## src/rtl/char_demux8_buffer_if.sv

```systemverilog
// Write/rotate bus for the eight-slot character buffer feeding the display mux.
// Optional Dir signal present when CHAR_BUF_ROTDIR_EN is defined.
interface char_demux8_buffer_if #(
    parameter int W = 3
);
    logic         Clr;
    logic [W-1:0] D;
    logic [2:0]   S;
    logic         Auto;
    logic         Valid;
    logic         Ready;
    logic         Tick;
    logic         RotEn;
`ifdef CHAR_BUF_ROTDIR_EN
    logic         Dir;
`endif
    logic [W-1:0] A, B, C, D_o, E, F, G, H;
    logic [2:0]   Ptr;
    logic [2:0]   Pos;
    logic         Full;

    modport master (
`ifdef CHAR_BUF_ROTDIR_EN
        output Dir,
`endif
        output Clr, D, S, Auto, Valid, Tick, RotEn,
        input  Ready, A, B, C, D_o, E, F, G, H, Ptr, Pos, Full
    );

    modport slave (
`ifdef CHAR_BUF_ROTDIR_EN
        input  Dir,
`endif
        input  Clr, D, S, Auto, Valid, Tick, RotEn,
        output Ready, A, B, C, D_o, E, F, G, H, Ptr, Pos, Full
    );
endinterface

```

## src/rtl/char_demux8_buffer.sv

```systemverilog
// Eight-slot registered character buffer with auto/manual write and rotation.
// Define CHAR_BUF_ROTDIR_EN to add the Dir input (right rotation when Dir=1).
module char_demux8_buffer #(
    parameter int           W     = 3,
    parameter logic [W-1:0] BLANK = '1
) (
    input  logic                  Clock,
    input  logic                  Reset,
    char_demux8_buffer_if.slave   bus
);

    logic [W-1:0] slot_q [8];
    logic [W-1:0] slot_d [8];
    logic [2:0]   ptr_q, ptr_d;
    logic [2:0]   pos_q, pos_d;
    logic         full_q, full_d;

    logic         ready;
    logic         write_en;
    logic         rotate;
    logic         rot_right;
    logic [2:0]   target;

    always_comb begin
        ready    = !(bus.Auto && full_q);
        write_en = bus.Valid && ready;
        rotate   = bus.Tick && bus.RotEn;
`ifdef CHAR_BUF_ROTDIR_EN
        rot_right = bus.Dir;
`else
        rot_right = 1'b0;
`endif
        target   = bus.Auto ? ptr_q : bus.S;

        for (int unsigned i = 0; i < 8; i++) begin
            slot_d[i] = slot_q[i];
        end
        ptr_d  = ptr_q;
        pos_d  = pos_q;
        full_d = full_q;

        if (rotate) begin
            for (int unsigned i = 0; i < 8; i++) begin
                slot_d[i] = rot_right ? slot_q[3'(i + 7)] : slot_q[3'(i + 1)];
            end
            pos_d = rot_right ? pos_q - 3'd1 : pos_q + 3'd1;
        end

        // Write lands after rotation, so it overrides whatever rotated into T.
        if (write_en) begin
            slot_d[target] = bus.D;
            if (bus.Auto) begin
                ptr_d = ptr_q + 3'd1;
                if (ptr_q == 3'd7) begin
                    full_d = 1'b1;
                end
            end
        end
    end

    always_ff @(posedge Clock) begin
        if (Reset || bus.Clr) begin
            for (int unsigned i = 0; i < 8; i++) begin
                slot_q[i] <= BLANK;
            end
            ptr_q  <= '0;
            pos_q  <= '0;
            full_q <= 1'b0;
        end else begin
            for (int unsigned i = 0; i < 8; i++) begin
                slot_q[i] <= slot_d[i];
            end
            ptr_q  <= ptr_d;
            pos_q  <= pos_d;
            full_q <= full_d;
        end
    end

    assign bus.Ready = ready;
    assign bus.A     = slot_q[0];
    assign bus.B     = slot_q[1];
    assign bus.C     = slot_q[2];
    assign bus.D_o   = slot_q[3];
    assign bus.E     = slot_q[4];
    assign bus.F     = slot_q[5];
    assign bus.G     = slot_q[6];
    assign bus.H     = slot_q[7];
    assign bus.Ptr   = ptr_q;
    assign bus.Pos   = pos_q;
    assign bus.Full  = full_q;

endmodule

```

## src/flat_wrapper.sv

```systemverilog
// flat-port wrapper written by rule: the top's interface ports become plain ports
module char_demux8_buffer_flat 
#(
    parameter int           W     = 3,
    parameter logic [W-1:0] BLANK = '1
)
  (Clock, Reset, bus_Clr, bus_D, bus_S, bus_Auto, bus_Valid, bus_Tick, bus_RotEn, bus_Ready, bus_A, bus_B, bus_C, bus_D_o, bus_E, bus_F, bus_G, bus_H, bus_Ptr, bus_Pos, bus_Full);
  char_demux8_buffer_if #(.W(W)) bus_i ();
  input  logic Clock;
  input  logic Reset;
  input wire logic [$bits(bus_i.Clr)-1:0] bus_Clr;
  input wire logic [$bits(bus_i.D)-1:0] bus_D;
  input wire logic [$bits(bus_i.S)-1:0] bus_S;
  input wire logic [$bits(bus_i.Auto)-1:0] bus_Auto;
  input wire logic [$bits(bus_i.Valid)-1:0] bus_Valid;
  input wire logic [$bits(bus_i.Tick)-1:0] bus_Tick;
  input wire logic [$bits(bus_i.RotEn)-1:0] bus_RotEn;
  output wire logic [$bits(bus_i.Ready)-1:0] bus_Ready;
  output wire logic [$bits(bus_i.A)-1:0] bus_A;
  output wire logic [$bits(bus_i.B)-1:0] bus_B;
  output wire logic [$bits(bus_i.C)-1:0] bus_C;
  output wire logic [$bits(bus_i.D_o)-1:0] bus_D_o;
  output wire logic [$bits(bus_i.E)-1:0] bus_E;
  output wire logic [$bits(bus_i.F)-1:0] bus_F;
  output wire logic [$bits(bus_i.G)-1:0] bus_G;
  output wire logic [$bits(bus_i.H)-1:0] bus_H;
  output wire logic [$bits(bus_i.Ptr)-1:0] bus_Ptr;
  output wire logic [$bits(bus_i.Pos)-1:0] bus_Pos;
  output wire logic [$bits(bus_i.Full)-1:0] bus_Full;
  assign bus_i.Clr = bus_Clr;
  assign bus_i.D = bus_D;
  assign bus_i.S = bus_S;
  assign bus_i.Auto = bus_Auto;
  assign bus_i.Valid = bus_Valid;
  assign bus_i.Tick = bus_Tick;
  assign bus_i.RotEn = bus_RotEn;
  assign bus_Ready = bus_i.Ready;
  assign bus_A = bus_i.A;
  assign bus_B = bus_i.B;
  assign bus_C = bus_i.C;
  assign bus_D_o = bus_i.D_o;
  assign bus_E = bus_i.E;
  assign bus_F = bus_i.F;
  assign bus_G = bus_i.G;
  assign bus_H = bus_i.H;
  assign bus_Ptr = bus_i.Ptr;
  assign bus_Pos = bus_i.Pos;
  assign bus_Full = bus_i.Full;
  char_demux8_buffer #(.W(W), .BLANK(BLANK)) u_core (.Clock(Clock), .Reset(Reset), .bus(bus_i));
endmodule
```

## config.mk

```make
export PLATFORM = sky130hd
export DESIGN_NAME = char_demux8_buffer_flat
export DESIGN_NICKNAME = d
export VERILOG_FILES = /design/src/rtl/char_demux8_buffer_if.sv /design/src/rtl/char_demux8_buffer.sv /design/src/flat_wrapper.sv
export SDC_FILE = /design/constraint.sdc
export NUM_CORES = 1
export LEC_CHECK = 0
export CORE_ASPECT_RATIO = 1.75
export CORE_MARGIN = 3
export CORE_UTILIZATION = 50
export CTS_BUF_LIST = sky130_fd_sc_hd__clkbuf_4
export DETAILED_ROUTE_END_ITERATION = 8
export PLACE_DENSITY = 0.81
export SLEW_MARGIN = 40
export SYNTH_ARGS = -nofsm -noshare
export SYNTH_HDL_FRONTEND = slang
export SYNTH_SLANG_ARGS = --single-unit
```

## constraint.sdc

```tcl
create_clock -name Clock -period 1.8 [get_ports Clock]
set_clock_uncertainty 0.15 [all_clocks]
set_input_delay 0.54 -clock Clock [delete_from_list [all_inputs] [get_ports Clock]]
set_output_delay 0.54 -clock Clock [all_outputs]
set_load 0.01 [all_outputs]
```

=== Yosys cells after proc, flatten, opt, wreduce, memory -nomap -nowiden ===
Memory sizes are Yosys's and may differ from the RTL's.
Index checks and enable logic that the tools add are counted.
Widths: inputs -> output; s select.

* Output and inout port bits: 32
* RAM bits: 24
* Register bits: 7
* Memories: 1
* Word-level logic and storage cells: 43
* Bits of input ports: 13

{| class="wikitable"
|+ Memories
! name !! words !! bits a word !! read ports !! clocked after memory_dff !! write ports !! RTL line !! text
|-
| u_core.slot_q || 8 || 3 || 8 || 0 || 8 || char_demux8_buffer.sv:12 || <nowiki>logic [W-1:0] slot_q [8];</nowiki>
|}

* Mux-type cells: 17
* Reduce and logical (&&, ||, !) cells: 8
* Magnitude comparators: 2
* Bitwise operators: 9
* $add $sub $neg: 2
* Equal/unequal tests: 1

{| class="wikitable"
|+ Operators with widths
! operator !! number
|-
| $mux 24 || 2
|-
| $mux 3 || 10
|-
| $bwmux 24 || 1
|-
| $demux 3 s3 || 1
|-
| $or 1x1->1 || 8
|-
| $add 3x1->3 const B || 2
|-
| $ge 4x4->1 const B || 1
|-
| $logic_and 1x1->1 || 4
|-
| $lt 4x1->1 const B || 1
|-
| $not 3->4 || 1
|-
| $eq 3x3->1 const B || 1
|-
| $mux 1 || 3
|-
| $reduce_and 3->1 || 1
|-
| $reduce_and 2->1 || 1
|-
| $logic_not 1->1 || 1
|-
| $logic_or 1x1->1 || 1
|}

=== Depth between registers and ports, before layout ===
* Word-level depth: 9
* Gate-level depth with buffers: 5
* Gate-level depth less buffers: 4

=== Worst setup path before layout ===
Ideal clock, no wire load.

* Path kind: input to register
* Start point: input port bus_Clr
* End point: memory u_core.slot_q[3][1], in the netlist u_core.slot_q[0][10]
* Slack: 0.143 ns
* Arrival time: 1.371 ns
* Path buffers: 2
* Stages: 5
* Setup time: 0.136 ns
* Path through: or2_2 > clkbuf_1 > buf_2 > a211oi_1 > mux2i_1

{| class="wikitable"
|+ RTL lines
! element !! RTL line !! text
|-
| start: declaration || flat_wrapper.sv:11 || <nowiki>input wire logic [$bits(bus_i.Clr)-1:0] bus_Clr;</nowiki>
|-
| end: declaration || char_demux8_buffer.sv:12 ||
|}

=== Worst setup path in the final report ===
* Start point: input port bus_Auto
* End point: output port bus_Ready

* Cells in the longest elaborated chain, start to end: 2

{| class="wikitable"
|+ RTL lines
! element !! RTL line !! text
|-
| start: declaration || flat_wrapper.sv:14 || <nowiki>input wire logic [$bits(bus_i.Auto)-1:0] bus_Auto;</nowiki>
|-
| $logic_and 1x1->1 || char_demux8_buffer.sv:25 || <nowiki>ready = !(bus.Auto && full_q);</nowiki>
|-
| $logic_not 1->1 || char_demux8_buffer.sv:25 ||
|-
| end: declaration || flat_wrapper.sv:18 || <nowiki>output wire logic [$bits(bus_i.Ready)-1:0] bus_Ready;</nowiki>
|}

Every way passes these cells.

==> metrics.log <==
[metrics] dpl cell area: ~2200 um^2
[metrics] Routed WL: roughly 4600 um
[metrics] Setup CP Type: in -> out
[metrics] TritonCTS buffer count: 5
[metrics] chip width: between 40 and 50 um
[metrics] diodes inserted: 0
[metrics] Placeable Area: about 3100 um^2
[metrics] PwrDens: between 500 and 600 nW/um^2
[metrics] residual overflow from global routing: 0
[metrics] final standard cell utilization of the core: 0.730
[metrics] average wire per standard cell: roughly 18 um
[metrics] antenna violations before repair: 0
[metrics] Unique masters post-synth: 24
[metrics] final number of setup-violating endpoints: 0
[metrics] final weighted congestion of routability-driven global placement: 0.898
[metrics] maximum number of pins on one net before global-route repair: 27
[metrics] Peak VDD IR: just under 500 uV
[metrics] Mapped Nets: roughly 180
[metrics] async set or reset register ratio after synthesis: 0
[metrics] transition time at the pin with the least slew margin: roughly 330 ps
[metrics] Num Clock Sinks: 31
[metrics] number of routed nets with antenna violations: 0
[metrics] clock tree from TritonCTS: yes
[metrics] least setup slack across all paths after layout: about 29 ps
[metrics] count of flip-flops with a built-in enable after synthesis: 0
[metrics] total standard cell area after synthesis: ~1600 um^2
[metrics] type of destination of the critical path: output pin
[metrics] Post-CTS Hold Buffers: 0
[metrics] clock root buffer: sky130_fd_sc_hd__clkbuf_4
[metrics] number of warning messages in the yosys log: 0
[metrics] vias in the first global route: 1522
[metrics] I/O pin count: 45
[metrics] path category of the worst min-delay check: reg -> reg
[metrics] sequential cell area fraction in the yosys report: 0.377
[metrics] mean cell area of the mapped netlist: ~10 um^2
[metrics] routed vias: between 1500 and 2000
[metrics] fraction of layout cells with a size suffix above 1: 0.194
[metrics] number of detailed-routing iterations run before antenna repair: 4
[metrics] synthesized instance count: about 160
[metrics] CP arrival: 1080 ps
[metrics] main flop type after synthesis: sky130_fd_sc_hd__dfxtp_1
[metrics] die footprint: about 4000 um^2
[metrics] required time of the critical path: roughly 1100 ps
[metrics] number of maximum-capacitance violations: 0
[metrics] GR Util All Layers: 0.229
[metrics] Final TNS setup: 0 ps
[metrics] initial core utilization: 0.524
[metrics] final hold viol count: 0
[metrics] Hold WS: 332 ps
[metrics] post-synthesis to final-layout area growth: 39.2%
[metrics] number of DRC violations after detailed routing: 0
[metrics] clock slew at the register clock pins of the worst setup and hold paths: 100 ps
[metrics] outcome: finished clean
[metrics] die extent in y: a little over 80 um
[metrics] headroom to the max-slew limit: 0.777
[metrics] worst skew pair latency: roughly 330 ps
[metrics] vias per inst: 5.79
[metrics] Leak: ~1.1 nW
[metrics] flops & latches, synth: 31
[metrics] f_max: approximately 560 MHz
[metrics] first-pass GRT wire length: ~7100 um
[metrics] Finished Cell Area: 2290 um^2
[metrics] deepest clock path buffer count: 2
[metrics] # nets final: around 230
[metrics] slowest library cell on the worst path: sky130_fd_sc_hd__dlygate4sd2_1
[metrics] number of port buffers: 44
[metrics] worst slack at placement: -475 ps
[metrics] DR iter-0 viols: 34
[metrics] critical path, cell by cell: dlygate4sd2_1, nand2_1, clkdlybuf4s15_2
[metrics] max-slew violation count: 0
[metrics] H-Tree Level Count: 2
[metrics] HPWL reported at the end of detailed placement: 3300 um
[metrics] critical-path maximum fanout: 2
[metrics] crit path time final: 1770 ps
[metrics] RSZ-0062 raised after global routing: yes
[metrics] Critical Path Start Type: input port
[metrics] part of the cycle the worst path needs: 0.984
[metrics] placement row count: 27
[metrics] largest incremental delay on the critical path: approximately 250 ps
Yosys cell counts, drive strengths merged, types with 2 or more instances:
| cell type | instances | area (um^2) |
|---|---|---|
| nor3b | 4 | 56.3 |
| nand3 | 2 | 10.0 |
| ha | 3 | 37.5 |
| xor2 | 3 | 26.3 |
| and3 | 25 | 156 |
| a211oi | 24 | 180 |
| mux2i | 26 | 260 |
| buf | 6 | 32.5 |
| clkbuf | 7 | 28.8 |
| nor2 | 9 | 33.8 |
| and3b | 4 | 35.0 |
| dfxtp | 31 | 621 |
| o22ai | 8 | 100 |
| nand2 | 3 | 11.3 |
layout by cell type (no fill, tap or decap), drive strengths merged, types with 2 or more instances in the layout:
cell type	synthesis	routed
clkinv	0	2
ha	3	3
a211oi	24	24
clkdlybuf4s50	0	11
mux2i	26	26
nor3b	4	4
nand3	2	2
and3	25	25
buf	6	16
nand2	3	3
and3b	4	4
dlygate4sd2	0	32
nor2	9	9
o22ai	8	8
xor2	3	3
clkbuf	7	6
dfxtp	31	31
per-layer routing:
| metal | share of wire | up-vias | GRT usage |
|---|---|---|---|
| met5 | 0 | - | 0 |
| met3 | 0.038 | 15 | 0.0544 |
| li1 | - | 722 | - |
| met1 | 0.39 | 722 | 0.232 |
| met4 | 0.029 | 0 | 0.105 |
| met2 | 0.55 | 47 | 0.435 |
metrics by stage:
stage / cells / power (mW)
after floorplan: 162 / 0.867
after global placement: 251 / 0.985
after detailed placement: 251 / 0.995
after CTS: 259 / 1.37
after global routing: 260 / 1.43
final: 260 / 1.37
final timing paths:
kind,from,to,slack (ps),depth (start not counted)
min,u_core.bus.Pos[1]$_SDFFE_PP0P_,u_core.bus.Pos[1]$_SDFFE_PP0P_,330,2
max,bus_Auto,bus_Ready,30,3
max reg2reg,u_core.bus.Ptr[2]$_SDFFE_PP0P_,u_core.slot_q[0][7]$_SDFF_PP1_,330,4
min reg2reg,u_core.bus.Pos[1]$_SDFFE_PP0P_,u_core.bus.Pos[1]$_SDFFE_PP0P_,330,2
where the power goes:
part	internal [mW]	total [mW]	switching (mW)	leakage (nW)
Clock	0.160	0.395	0.236	0.0307
Combinational	0.126	0.252	0.127	0.844
Sequential	0.707	0.725	0.0172	0.254
flip-flops by register name (all words and copies together) (netlist names):
register and cells:
u_core.bus.Ptr 3, u_core.bus.Full 1, u_core.bus.Pos 3, u_core.slot_q 24
what timing repair did:
item,in CTS,in global routing
resized for setup,37,6
endpoints found under the setup margin,56,12
cloned,0,0
buffers inserted,0,1
cell families (layout without fill, tap and decap cells):
group                      after synthesis  after routing  synth area share
DFF                                     31             31             0.377
xor gates and xnor gates                 3              3            0.0160
muxes                                   26             26             0.158
AOI/OAI and AO/OA                       34             34             0.177
buffers and inverters                   13             68            0.0372
adders and majority gates                3              3            0.0228
and+or+nand+nor                         52             52             0.212
worst max-delay path: cells and delay by family:
kind	cells	cell delay, ps
and+or+nand+nor	1	70
buffers and inverters	2	470
layout make-up:
cell class,count,area (um^2)
multi-input combinational,118,1000
fill,258,850
sequential,31,623
timing repair buffer,60,559
tap,43,53.8
clock buffer,6,45.0
clock inverter,2,7.51
Note: power is estimated with default switching activity, not from simulation.
